$ cat src/rtl/blob_box_streamer_pkg.sv
// Shared definitions for blob_box_streamer: box field widths, record constants
// and the streamer FSM state encoding.
// Optional feature: BOX_STREAM_CHECKSUM_EN adds the CHK state (XOR checksum byte).
package blob_box_streamer_pkg;

    localparam int V_BITS    = 9;                      // top / bottom row fields
    localparam int H_BITS    = 10;                     // left / right column fields
    localparam int BOX_W     = 2 * V_BITS + 2 * H_BITS; // 38-bit packed box
    localparam int BOX_BYTES = 5;                      // {2'b00, box} sent as 5 bytes

    localparam logic [7:0] SYNC_BYTE_DEF = 8'hA5;

    // Field view of one packed box entry.
    typedef struct packed {
        logic [V_BITS-1:0] top;
        logic [V_BITS-1:0] bottom;
        logic [H_BITS-1:0] left;
        logic [H_BITS-1:0] right;
    } box_t;

    typedef enum logic [2:0] {
        ST_IDLE  = 3'd0,
        ST_SYNC  = 3'd1,
        ST_FRAME = 3'd2,
        ST_COUNT = 3'd3,
        ST_BOX   = 3'd4
`ifdef BOX_STREAM_CHECKSUM_EN
      , ST_CHK   = 3'd5
`endif
    } state_e;

endpackage

$ cat src/rtl/blob_box_streamer_pingpong_buf.sv
// box_pingpong_buf: two MAX_BOXES-deep box banks. The write bank collects the
// current frame; swap_i hands it to the reader and latches its count, clear_i
// throws the write bank away. A write in the same cycle as swap/clear belongs
// to the frame being closed.
module box_pingpong_buf
    import blob_box_streamer_pkg::*;
#(
    parameter int MAX_BOXES = 15,
    parameter int CNT_W     = $clog2(MAX_BOXES + 1)
) (
    input  logic             clk,
    input  logic             rst_n,
    input  logic             wr_en_i,
    input  logic [BOX_W-1:0] wr_data_i,
    input  logic             swap_i,
    input  logic             clear_i,
    input  logic [CNT_W-1:0] rd_idx_i,
    output logic [BOX_W-1:0] rd_data_o,
    output logic [CNT_W-1:0] rd_cnt_o
);

    logic [BOX_W-1:0] bank0_q [MAX_BOXES];
    logic [BOX_W-1:0] bank1_q [MAX_BOXES];

    logic             wr_sel_q, wr_sel_d;
    logic [CNT_W-1:0] wr_cnt_q, wr_cnt_d;
    logic [CNT_W-1:0] rd_cnt_q, rd_cnt_d;
    logic             wr_ok;

    // Entries past MAX_BOXES in one frame are dropped; the count saturates.
    assign wr_ok = wr_en_i && (wr_cnt_q < CNT_W'(MAX_BOXES));

    // Store accepted boxes in arrival order into the current write bank.
    // NOTE: bank storage has no reset; the counts gate every read, so stale entries are never streamed.
    always_ff @(posedge clk) begin
        if (wr_ok) begin
            if (wr_sel_q) bank1_q[wr_cnt_q] <= wr_data_i;
            else          bank0_q[wr_cnt_q] <= wr_data_i;
        end
    end

    // Next bank select and counts: swap on accepted frame, clear on dropped frame.
    // NOTE: every signal gets a default at the top of always_comb so no latch is inferred.
    always_comb begin
        wr_sel_d = wr_sel_q;
        rd_cnt_d = rd_cnt_q;
        wr_cnt_d = wr_cnt_q + CNT_W'(wr_ok);
        if (swap_i) begin
            wr_sel_d = ~wr_sel_q;
            rd_cnt_d = wr_cnt_q + CNT_W'(wr_ok);
            wr_cnt_d = '0;
        end else if (clear_i) begin
            wr_cnt_d = '0;
        end
    end

    // Bank select and count registers.
    // NOTE: sequential state uses non-blocking (<=) so every flop samples pre-edge values.
    always_ff @(posedge clk or negedge rst_n) begin
        if (!rst_n) begin
            wr_sel_q <= 1'b0;
            wr_cnt_q <= '0;
            rd_cnt_q <= '0;
        end else begin
            wr_sel_q <= wr_sel_d;
            wr_cnt_q <= wr_cnt_d;
            rd_cnt_q <= rd_cnt_d;
        end
    end

    assign rd_data_o = wr_sel_q ? bank0_q[rd_idx_i] : bank1_q[rd_idx_i];
    assign rd_cnt_o  = rd_cnt_q;

endmodule

$ cat src/rtl/blob_box_streamer.sv
// blob_box_streamer: buffers per-frame bounding boxes in a ping-pong store and
// streams each closed frame as a byte record on a valid/ready port:
// SYNC_BYTE, frame counter, box count, 5 bytes per box (MSB first).
// Optional feature: define BOX_STREAM_CHECKSUM_EN to append an XOR checksum
// of all bytes after SYNC_BYTE.
module blob_box_streamer
    import blob_box_streamer_pkg::*;
#(
    parameter int         MAX_BOXES = 15,
    parameter logic [7:0] SYNC_BYTE = SYNC_BYTE_DEF
) (
    input  logic             app_clk,
    input  logic             app_rst_n,
    input  logic             box_wr,
    input  logic [BOX_W-1:0] box_data,
    input  logic             frame_end,
    output logic [7:0]       tx_data,
    output logic             tx_valid,
    input  logic             tx_ready,
    output logic             busy,
    output logic             frame_drop
);

    localparam int CNT_W = $clog2(MAX_BOXES + 1);
`ifdef BOX_STREAM_CHECKSUM_EN
    localparam state_e REC_END = ST_CHK;
`else
    localparam state_e REC_END = ST_IDLE;
`endif

    state_e                 state_q, state_d;
    logic [CNT_W-1:0]       box_idx_q, box_idx_d;
    logic [2:0]             byte_idx_q, byte_idx_d;
    logic [7:0]             frame_cnt_q, frame_cnt_d;
    logic [7:0]             rec_frame_q, rec_frame_d;  // counter value carried by this record
    logic                   frame_drop_q, frame_drop_d;
    logic [CNT_W-1:0]       rd_cnt;
    logic [BOX_W-1:0]       rd_data;
    logic [BOX_BYTES*8-1:0] box_word;
    logic [7:0]             box_byte;
    logic                   accept, drop, hs, last_box;

    assign accept     = frame_end && (state_q == ST_IDLE);
    assign drop       = frame_end && (state_q != ST_IDLE);
    assign tx_valid   = (state_q != ST_IDLE);
    assign busy       = tx_valid;
    assign hs         = tx_valid && tx_ready;
    assign last_box   = (box_idx_q + CNT_W'(1)) == rd_cnt;
    assign frame_drop = frame_drop_q;
    assign box_word   = {{(BOX_BYTES*8-BOX_W){1'b0}}, rd_data};

    box_pingpong_buf #(
        .MAX_BOXES (MAX_BOXES),
        .CNT_W     (CNT_W)
    ) u_buf (
        .clk       (app_clk),
        .rst_n     (app_rst_n),
        .wr_en_i   (box_wr),
        .wr_data_i (box_data),
        .swap_i    (accept),
        .clear_i   (drop),
        .rd_idx_i  (box_idx_q),
        .rd_data_o (rd_data),
        .rd_cnt_o  (rd_cnt)
    );

    // Pick the current byte of the box being sent, most significant first.
    always_comb begin
        case (byte_idx_q)
            3'd0:    box_byte = box_word[39:32];
            3'd1:    box_byte = box_word[31:24];
            3'd2:    box_byte = box_word[23:16];
            3'd3:    box_byte = box_word[15:8];
            default: box_byte = box_word[7:0];
        endcase
    end

`ifdef BOX_STREAM_CHECKSUM_EN
    logic [7:0] chk_q, chk_d;

    // Running XOR of every accepted record byte after SYNC_BYTE.
    always_comb begin
        chk_d = chk_q;
        if (accept) begin
            chk_d = '0;
        end else if (hs && (state_q != ST_SYNC) && (state_q != ST_CHK)) begin
            chk_d = chk_q ^ tx_data;
        end
    end

    // Checksum accumulator register.
    always_ff @(posedge app_clk or negedge app_rst_n) begin
        if (!app_rst_n) chk_q <= '0;
        else            chk_q <= chk_d;
    end
`endif

    // Output byte is a pure function of registered state, so it holds during stalls.
    always_comb begin
        tx_data = 8'h00;
        case (state_q)
            ST_SYNC:  tx_data = SYNC_BYTE;
            ST_FRAME: tx_data = rec_frame_q;
            ST_COUNT: tx_data = 8'(rd_cnt);
            ST_BOX:   tx_data = box_byte;
`ifdef BOX_STREAM_CHECKSUM_EN
            ST_CHK:   tx_data = chk_q;
`endif
            default:  tx_data = 8'h00;
        endcase
    end

    // Next-state logic: record sequencing advances only on an accepted byte.
    always_comb begin
        state_d      = state_q;
        box_idx_d    = box_idx_q;
        byte_idx_d   = byte_idx_q;
        rec_frame_d  = rec_frame_q;
        frame_cnt_d  = frame_cnt_q + {7'd0, frame_end};
        frame_drop_d = drop;
        case (state_q)
            ST_IDLE: begin
                if (accept) begin
                    state_d     = ST_SYNC;
                    rec_frame_d = frame_cnt_q + 8'd1;
                    box_idx_d   = '0;
                    byte_idx_d  = '0;
                end
            end
            ST_SYNC:  if (hs) state_d = ST_FRAME;
            ST_FRAME: if (hs) state_d = ST_COUNT;
            ST_COUNT: if (hs) state_d = (rd_cnt == '0) ? REC_END : ST_BOX;
            ST_BOX: begin
                if (hs) begin
                    if (byte_idx_q == 3'(BOX_BYTES - 1)) begin
                        byte_idx_d = '0;
                        if (last_box) state_d = REC_END;
                        else          box_idx_d = box_idx_q + CNT_W'(1);
                    end else begin
                        byte_idx_d = byte_idx_q + 3'd1;
                    end
                end
            end
`ifdef BOX_STREAM_CHECKSUM_EN
            ST_CHK:   if (hs) state_d = ST_IDLE;
`endif
            default:  state_d = ST_IDLE;
        endcase
    end

    // FSM and record-position registers; reset aborts any record in progress.
    always_ff @(posedge app_clk or negedge app_rst_n) begin
        if (!app_rst_n) begin
            state_q      <= ST_IDLE;
            box_idx_q    <= '0;
            byte_idx_q   <= '0;
            frame_cnt_q  <= '0;
            rec_frame_q  <= '0;
            frame_drop_q <= 1'b0;
        end else begin
            state_q      <= state_d;
            box_idx_q    <= box_idx_d;
            byte_idx_q   <= byte_idx_d;
            frame_cnt_q  <= frame_cnt_d;
            rec_frame_q  <= rec_frame_d;
            frame_drop_q <= frame_drop_d;
        end
    end

endmodule

$ cat config.mk
export PLATFORM = sky130hd
export DESIGN_NAME = blob_box_streamer
export DESIGN_NICKNAME = d
export VERILOG_FILES = /design/src/rtl/blob_box_streamer_pkg.sv /design/src/rtl/blob_box_streamer_pingpong_buf.sv /design/src/rtl/blob_box_streamer.sv
export SDC_FILE = /design/constraint.sdc
export NUM_CORES = 1
export LEC_CHECK = 0
export ABC_AREA = 1
export BUFFER_PORTS_ARGS = -buffer_cell sky130_fd_sc_hd__buf_2
export CAP_MARGIN = 20
export CORE_ASPECT_RATIO = 1.2
export CORE_MARGIN = 5
export CORE_UTILIZATION = 50
export DETAILED_ROUTE_END_ITERATION = 6
export PLACE_DENSITY_LB_ADDON = 0.2
export REMOVE_ABC_BUFFERS = 1
export SYNTH_ARGS = -nofsm -noshare
export SYNTH_HDL_FRONTEND = slang
export SYNTH_SLANG_ARGS = --single-unit
$ cat constraint.sdc
create_clock -name app_clk -period 4.5 [get_ports app_clk]
set_input_delay 0.9 -clock app_clk [delete_from_list [all_inputs] [get_ports app_clk]]
set_output_delay 0.9 -clock app_clk [all_outputs]
set_load 0.03 [all_outputs]
# Yosys cells after proc, flatten, opt, wreduce, memory -nomap -nowiden

Memories as Yosys holds them, arrays and structs flattened.
Index checks and enable logic that the tools add are counted.
Widths: inputs -> output; s select.

Order comparisons: 1
Reduce and logical (&&, ||, !) cells: 13
Equal/unequal tests: 17
$add $sub $neg: 5
Multiplexer cells: 29
Bitwise operators: 1

Operators with widths:

| cell                | count |
|---|---|
| $pmux 8 s4          | 2 |
| $mux 38             | 1 |
| $mux 3              | 11 |
| $mux 4              | 6 |
| $ne 2x2->1 const B  | 8 |
| $pmux 3 s5          | 1 |
| $eq 3x2->1 const B  | 4 |
| $add 8x1->8         | 1 |
| $add 8x1->8 const B | 1 |
| $pmux 4 s2          | 1 |
| $reduce_and 7->1    | 1 |
| $eq 3x1->1 const B  | 2 |
| $eq 3x3->1 const B  | 2 |
| $logic_not 3->1     | 2 |
| $mux 1              | 6 |
| $pmux 3 s2          | 1 |
| $reduce_and 5->1    | 1 |
| $add 4x1->4         | 1 |
| $add 4x1->4 const B | 1 |
| $eq 4x4->1          | 1 |
| $logic_and 1x1->1   | 4 |
| $logic_not 4->1     | 1 |
| $lt 4x4->1 const B  | 1 |
| $add 3x1->3 const B | 1 |
| other kinds (5)     | 5 |

Flip-flop bits (word level): 36
Output and inout port bits: 11
Memories kept: 2
RAM bits: 1140

Memories:

| memory        | words | width | read ports | clocked after memory_dff | write ports | RTL line                             | text |
|---|---|---|---|---|---|---|---|
| u_buf.bank0_q | 15    | 38    | 1          | 0                        | 1           | blob_box_streamer_pingpong_buf.sv:22 | `logic [BOX_W-1:0] bank0_q [MAX_BOXES];` |
| u_buf.bank1_q | 15    | 38    | 1          | 0                        | 1           | blob_box_streamer_pingpong_buf.sv:23 | `logic [BOX_W-1:0] bank1_q [MAX_BOXES];` |

# Logic depth before layout (Yosys ltp)

Gate-level depths: netlist of run 1.

Depth in word-level cells: 6
Mapped depth: 17
Gate-level depth less buffers: 15

# Hierarchy

From an unflattened synthesis of run 1, not the netlist that was laid out.

Cells, all modules: 4431
Area, all modules: 49149.6 um2

Modules (own cells, without submodules):

| module            | area each (um2) | cells each | instances |
|---|---|---|---|
| box_pingpong_buf  | 47156.5         | 4150       | 1 |
| blob_box_streamer | 1993.2          | 281        | 1 |

# Least setup slack after synthesis of run 1

No wires, ideal clock.

Path type: input -> register
Start: input box_wr
End: memory u_buf.bank0_q[10][0] (netlist bit) (enable)
Slack: 1.073 ns
Library setup time: 0.433 ns
Arrival time: 2.994 ns
Required time: 4.067 ns
Stages: 4
Path buffers: 1
Path through: o21a_1 nand2_1 clkbuf_1 nor2_1

Word-level cells in the longest chain between the ends: 3

Ends and longest elaborated chain:

| what                         | RTL line                             | text |
|---|---|---|
| start: declaration           | blob_box_streamer.sv:14              | `input logic box_wr,` |
| $logic_and 1x1->1            | blob_box_streamer_pingpong_buf.sv:31 | `assign wr_ok = wr_en_i && (wr_cnt_q < CNT_W'(MAX_BOXES));` |
| $mux 1                       | blob_box_streamer_pingpong_buf.sv:36 | `if (wr_ok) begin` |
| $mux 1 (not written as such) | blob_box_streamer_pingpong_buf.sv:38 | `else bank0_q[wr_cnt_q] <= wr_data_i;` |
| end: declaration             | blob_box_streamer_pingpong_buf.sv:22 |  |

Every way passes these cells.

# Worst setup path after layout of run 1

Start: register box_idx_q[1]
End: output tx_data[3]

Word-level cells in the longest chain between the ends: 4

Ends and longest elaborated chain:

| what                                    | RTL line                             | text |
|---|---|---|
| start: declaration                      | blob_box_streamer.sv:32              | `logic [CNT_W-1:0] box_idx_q, box_idx_d;` |
| start signal: assignment                | blob_box_streamer.sv:162             | `box_idx_q <= box_idx_d;` |
| $mem_v2 15x38, on equally long branches | -                                    |  |
| $mux 38 *                               | blob_box_streamer_pingpong_buf.sv:71 | `assign rd_data_o = wr_sel_q ? bank0_q[rd_idx_i] : bank1_q[rd_idx_i];` |
| $pmux 8 s4 *                            | blob_box_streamer.sv:69              | `case (byte_idx_q)` |
| $pmux 8 s4 *                            | blob_box_streamer.sv:101             | `case (state_q)` |
| end: declaration                        | blob_box_streamer.sv:17              | `output logic [7:0] tx_data,` |

Mark *: on every way between the ends. The rest lies on a longest branch, timed or not.

==> results.json, run 1 <==
{
  "fmax_mhz": 227.9,
  "synth_cells": 4054,
  "htree_levels": 3,
  "hold_class": "input pin to asynchronous set/reset pin",
  "ys_types": 37,
  "fp.dieH_um": 348.6,
  "synth_ff_type": "edfxtp_1",
  "yosysTopAreaCell": "edfxtp_1",
  "peakVddDrop_v": 0.0003357,
  "slew_headroom": 0.3605,
  "drt_wl_total_mm": 139.7,
  "cp_max_fo": 20,
  "drtIter0Drc": 3777,
  "finalClockSkew_ns": 0.04017,
  "synth_top_area_share": 0.7165,
  "area_delta_synth_final_pct": 13.10,
  "cts.reportedPaths.clkPinSlew_ns": 0.06,
  "cap_violations": 0,
  "instances_no_fill": 5478,
  "via_count": 31957,
  "synthTopCellsByArea": "edfxtp_1, nand2_1, nand3_1",
  "die_w_um": 292.2,
  "ctsRootBufferMaster": "clkbuf_16",
  "hold_viol": 0,
  "ys_seq_elements": 1176,
  "start_kind": "flip-flop",
  "nets": 4174,
  "grt_remaining_overflow": 0,
  "cts_buffers": 113,
  "synth_area_per_cell_um2": 11.78,
  "status": "finished, final reports clean",
  "grt_pass1_vias": 30251,
  "rsz0062_at_grt": "true",
  "netlist_area_um2": 47770,
  "worst_slew_pin_slew_ns": 0.9592,
  "place_inst": 5253,
  "fin_crit_sh": 0.9752,
  "synth-edff-count": 1140,
  "crit_arrival_ns": 3.49,
  "drc": 0,
  "critPathKind": "flip-flop to primary output",
  "core_area_um2": 95110,
  "vias_per_cell": 5.834,
  "drt_pre_antenna_iters": 5,
  "clock_latency_ns": 0.72,
  "io_pins": 54,
  "die_area_um2": 101900,
  "required_ns": 3.60,
  "place.gp.congestion": 0.8319,
  "synth_warnings": 0,
  "regToRegSetupSlack_ns": 1.07,
  "synth_seq_area_share": 0.7354,
  "num_rows": 124,
  "grt_antenna_before_repair": 5,
  "async_reset_ff_frac": 0.03061,
  "post_drt_wl_per_cell_um": 25.50,
  "dp_hpwl_mm": 72.35,
  "postRouteAntennaNets": 0,
  "cts_tree": "yes",
  "drive_above_1_share": 0.09817,
  "portBuffers": 53,
  "cts-hold-fix-buffers": 0,
  "setup_viol_count_final": 0,
  "slew_viol_final": 0,
  "grt_usage": 0.2676,
  "initial_core_util": 0.5023,
  "clockBufferDepth": 3,
  "grt_max_degree": 121,
  "hold_slack_ns": 0.3332,
  "p_leak_nw": 19.44,
  "fin_crit_ns": 4.389,
  "critPathCaptureType": "primary output",
  "clock-sinks": 1176,
  "grt_pass1_wl_mm": 201.9,
  "power.density_nw_per_um2": 484.7
}
## where the power goes
group | switching, mW | internal [mW] | total [mW]
Sequential | 0.144 | 12.3 | 12.5
Clock | 4.07 | 5.30 | 9.37
Combinational | 3.16 | 1.20 | 4.36
Total | 7.38 | 18.8 | 26.2
## layer usage
metal / up-vias / wire length [µm] / share of wire / track usage
met5: - / 13 / 0.000093 / 0
met1: 15654 / 53800 / 0.39 / 0.3607
met3: 352 / 12120 / 0.087 / 0.03430
met4: 2 / 6556 / 0.047 / 0.1135
met2: 1632 / 67200 / 0.48 / 0.4440
li1: 14317 / - / - / -
## final timing paths
path	cells past startpoint	end	startpoint
max in group asynchronous	1	box_idx_q[3]	app_rst_n
min reg2reg	2	rec_frame_q[6]	rec_frame_q[6]
max reg2reg	6	u_buf.bank0_q[12][33]	u_buf.wr_sel_q
max	12	tx_data[3]	box_idx_q[1]
min in group app_clk	2	rec_frame_q[6]	rec_frame_q[6]
min	1	frame_drop	app_rst_n
## through the flow
| stage | TNS (ns) | total power, mW | setup slack (ns) | util | cell area (µm²) |
|---|---|---|---|---|---|
| 2_1_floorplan | -201.79 | 15.64 | -14.23 | - | 46590 |
| 3_3_place_gp | 0 | 16.86 | 0.3190 | 0.5276 | 50180 |
| 3_5_place_dp | 0 | 16.90 | 0.3144 | 0.5276 | 50180 |
| 4_1_cts | 0 | 26.23 | 0.006295 | 0.5670 | 53930 |
| 5_1_grt | -0.007740 | 27.15 | -0.003761 | 0.5681 | 54030 |
| 6_report | 0 | 26.19 | 0.1114 | 0.5681 | 54030 |
## registers in the layout (all words and copies together) (netlist names), 4 cells and up
name / cells
u_buf.wr_cnt_q: 4
u_buf.rd_cnt_o: 4
frame_cnt_q: 8
u_buf.bank1_q: 570
box_idx_q: 4
u_buf.bank0_q: 570
rec_frame_q: 8
## cells in the final DEF (no fill, tap or decap), drive strengths merged, types with 6 or more instances in the layout
| master | count |
|---|---|
| clkinv | 54 |
| o21ai | 108 |
| clkbuf | 141 |
| bufinv | 10 |
| nand3 | 676 |
| a21oi | 103 |
| xor2 | 14 |
| clkinvlp | 6 |
| edfxtp | 1140 |
| or2 | 14 |
| nand4 | 14 |
| inv | 62 |
| ha | 11 |
| xnor2 | 6 |
| nand2 | 1419 |
| dfrtp | 36 |
| nor2 | 184 |
| o211ai | 13 |
| buf | 182 |
## critical path: stages, from the launching register on
cell and delay [ns]:
dfrtp_4 0.62, buf_4 0.38, buf_4 0.29, o211ai_1 0.11, nand3_1 0.10, nand2_1 0.06, nand2_1 0.06, nand3_1 0.09
nand3_1 0.18, nand2_1 0.20, o21bai_2 0.34, nand2_1 0.09, buf_2 0.19
## kinds of logic after synthesis
logic type / Yosys count / share of synthesized area
adders and majority gates: 11 / 0.002881
buffers and inverters: 293 / 0.02925
and+or+nand+nor: 2316 / 0.2025
DFF: 1176 / 0.7354
xor gates and xnor gates: 20 / 0.003667
AOI/OAI and AO/OA: 238 / 0.02629
## cells in the mapped netlist, drive strengths merged (14+ instances only)
library cell / number
nand3: 676
or2: 14
dfrtp: 36
clkbuf: 21
buf: 215
nand4: 14
xor2: 14
inv: 56
a21oi: 103
nor2: 184
nand2: 1419
o21ai: 108
edfxtp: 1140
## final cells by class
type | count | area, µm²
timing repair inverter | 2 | 17.52
clock buffer | 139 | 2998
fill | 7685 | 41070
inverter | 57 | 260.3
sequential | 1176 | 35150
multi-input combinational | 2585 | 11480
antenna | 1 | 2.502
timing repair buffer | 185 | 1901
tap | 1260 | 1577
clock inverter | 73 | 649.4
## timing repair
action	4_1_cts	5_1_grt
setup buffers	3	4
cloned	3	2
endpoints found under the hold margin	0	0
endpoints found under the setup margin	2	3
pin swaps	0	0
gates resized for setup	6	4
(Power assumes the default switching activity.)
==> inputs of run 2 (changes only) <==
--- a/config.mk
+++ b/config.mk
@@ -5,7 +5,6 @@
 export SDC_FILE = /design/constraint.sdc
 export NUM_CORES = 1
 export LEC_CHECK = 0
-export ABC_AREA = 1
 export BUFFER_PORTS_ARGS = -buffer_cell sky130_fd_sc_hd__buf_2
 export CAP_MARGIN = 20
 export CORE_ASPECT_RATIO = 1.2
==> run 2 against run 1 <==
Effect of this change: non-clock buffer count is 56 higher; clock skew shrank 0.015 ns; cell area is 1.1% lower; synthesized cell count decreased by 42%; via count down 22%; flip-flop and latch count unchanged; total power down 0.84%; cell count decreased by 29%; first-iteration DRC count fell by 14%; sequential share of layout area grew 0.70 points; critical path type unchanged.
==> results.json, run 2 <==
{
  "synth_cells": 2345,
  "cap_violations": 0,
  "finalClockSkew_ns": 0.02496,
  "clockBufferDepth": 3,
  "critPathCaptureType": "primary output",
  "fin_crit_ns": 4.496,
  "critPathKind": "flip-flop to primary output",
  "ys_seq_elements": 1176,
  "area_delta_synth_final_pct": 15.78,
  "synth_top_family_by_area": "multiplexers",
  "initial_core_util": 0.5024,
  "crit_arrival_ns": 3.60,
  "timing.rr.end": "u_buf.bank0_q[4][2]",
  "critPathBufInv": 3,
  "crit_start": "box_idx_q[0]",
  "cpPeakStageDelay_ns": 0.50,
  "ctsRootBufferMaster": "clkbuf_16",
  "critPathSlowestCell": "dfrtp_4",
  "synth_ff_type": "edfxtp_1",
  "htree_levels": 3,
  "clock-sinks": 1176,
  "register_area_um2": 35150,
  "fp.dieH_um": 342.9,
  "grt_pass1_wl_mm": 182.8,
  "path_depth": 8,
  "power.density_nw_per_um2": 485.8,
  "grt_usage": 0.2604,
  "grt_pass1_vias": 24815,
  "required_ns": 3.60,
  "grt_antenna_before_repair": 2,
  "multi_input_area_um2": 10750,
  "synth-edff-count": 1140,
  "post_drt_wl_per_cell_um": 33.09,
  "synthXorXnorAreaFrac": 0.003713,
  "fmax_mhz": 222.4,
  "synth_area_per_cell_um2": 19.69,
  "clock_latency_ns": 0.69,
  "synth_top_area_share": 0.7415,
  "drc": 0,
  "p_comb_frac": 0.163,
  "nets": 2623,
  "hold_class": "input pin to asynchronous set/reset pin",
  "path_delay_family": "multiplexers",
  "p_leak_nw": 16.75,
  "synthTopCellsByArea": "edfxtp_1, mux4_2, mux2i_1",
  "cp_cell_sequence": "buf_12, buf_4, mux4_2, mux4_2, a2bb2oi_1, nor4b_2, a32oi_2, buf_4",
  "synth_warnings": 0,
  "synth_seq_area_share": 0.7610,
  "layout_commonest_cell": "edfxtp_1",
  "netlist_area_um2": 46170,
  "io_pins": 54,
  "yosysTopAreaCell": "edfxtp_1",
  "hold_viol": 0,
  "synth_fa_ha_area_frac": 0.002981,
  "ys_types": 71,
  "internal_power_mw": 19.38,
  "status": "finished, final reports clean",
  "most-common-layout-cells": "edfxtp_1, mux4_2, nand2_1",
  "start_kind": "flip-flop",
  "drt_wl_total_mm": 129.2,
  "seq_power_share": 0.482,
  "die_area_um2": 98540,
  "async_reset_ff_frac": 0.03061,
  "critPathCapture": "tx_data[0]",
  "grt_max_degree": 65,
  "regToRegSetupSlack_ns": 1.30,
  "worstRegToRegCells": 5,
  "place.gp.congestion": 0.8678,
  "yosys-top-cells-count": "edfxtp_1, mux4_2, nand2_1, mux2i_1, o21ai_0",
  "setup_viol_count_final": 0,
  "synth_most_common_cell": "edfxtp_1",
  "slew_headroom": 0.3480,
  "peakVddDrop_v": 0.0003203,
  "cp_max_fo": 8,
  "p_switching_mw": 6.589,
  "largestRegisters": "u_buf.bank0_q: 570 flops, u_buf.bank1_q: 570 flops",
  "drive_above_1_share": 0.2715,
  "slew_viol_final": 0,
  "drtIter0Drc": 3236,
  "p_sw_frac": 0.2537,
  "place_inst": 3662,
  "r2r-start": "u_buf.wr_sel_q",
  "pwr-share-clk": 0.355,
  "postRouteAntennaNets": 0,
  "portBuffers": 53,
  "cts_tree": "yes",
  "instances_no_fill": 3906,
  "drt_pre_antenna_iters": 7,
  "cts-hold-fix-buffers": 0,
  "cts.reportedPaths.clkPinSlew_ns": 0.07,
  "rsz0062_at_grt": "true",
  "cts_buffers": 113,
  "synth_compound_area_frac": 0.03932,
  "fin_crit_sh": 0.9990,
  "synth_mux_area_frac": 0.1429,
  "grt_remaining_overflow": 0,
  "dp_hpwl_mm": 72.55,
  "power_mw": 25.97,
  "core_area_um2": 91890,
  "vias_per_cell": 6.372,
  "via_count": 24890,
  "die_w_um": 287.4,
  "synthSimpleGateAreaFrac": 0.03409,
  "worst_slew_pin_slew_ns": 0.9757,
  "num_rows": 122,
  "n_fill_cell": 6803
}
run 2: changes by cell type in the layout (fill, tap and decap cells not counted), sizes merged, moves of 24 or more:
cell	delta
nand3	-641
mux2	+24
nor2	-133
inv	-47
a21oi	-61
mux4	+217
nand2	-1271
mux2i	+144
buf	+56
run 2: layer usage:
layer  global-route usage  vias up  wire [µm]
met4              0.07952        0       3907
li1                     -    10083          -
met1               0.3738    13381      52270
met5                    0        -          0
met2               0.4185     1216      62740
met3              0.04213      210      10330
run 2: timing repair:
item                       in CTS  in global routing
setup buffers                  19                  9
hold endpoints to repair        0                  0
gates cloned                    3                  2
pin swaps                       6                  9
setup endpoints to repair       8                  8
resized for setup              35                 34
run 2: cells by family after synthesis:
kind of cell,count (synthesis)
flops,1176
compound gates,277
fa+ha+maj,11
mux,385
xor+xnor,18
simple gates,334
buf+inv,144
run 2: worst min-delay path by stage:
stage                   start              to  slack [ns]  cells after the start
2_1_floorplan  rec_frame_q[7]  rec_frame_q[7]        0.44                      2
5_1_grt             app_rst_n  frame_cnt_q[7]        0.39                      1
3_3_place_gp   rec_frame_q[1]  rec_frame_q[1]        0.48                      2
3_5_place_dp   rec_frame_q[1]  rec_frame_q[1]        0.47                      2
6_report            app_rst_n  rec_frame_q[5]        0.33                      1
4_1_cts             app_rst_n  frame_cnt_q[7]        0.34                      1
run 2: final cells by class:
cell class                      instances  share of cell area
Clock inverter                         68             0.01086
Sequential cell                      1176              0.6575
Inverter                               12           0.0009362
Tap cell                             1240             0.02902
Multi-Input combinational cell       1025              0.2011
Timing Repair Buffer                  241             0.04442
Clock buffer                          141             0.05603
Antenna cell                            3           0.0001404
run 2: stage by stage:
stage / util / area [µm²] / hold slack (ns) / worst slack, ns / setup TNS, ns
6_report: 0.5817 / 53460 / 0.3337 / 0.004281 / 0
5_1_grt: 0.5817 / 53450 / 0.3904 / -0.04281 / -0.07465
4_1_cts: 0.5786 / 53170 / 0.3350 / -0.1197 / -0.2194
3_5_place_dp: 0.5348 / 49150 / 0.4740 / 0.07483 / 0
3_3_place_gp: 0.5348 / 49150 / 0.4769 / 0.01795 / 0
2_1_floorplan: - / 45480 / 0.4450 / -10.12 / -135.47
run 2: power by group through the flow:
stage               Sequential [mW]  Clock [mW]  Combinational (mW)
floorplan                      13.0           0                2.30
global placement               12.8           0                3.74
detailed placement             12.8           0                3.77
CTS                            12.5        9.34                4.07
global route                   12.5        9.79                4.45
finish                         12.5        9.21                4.24
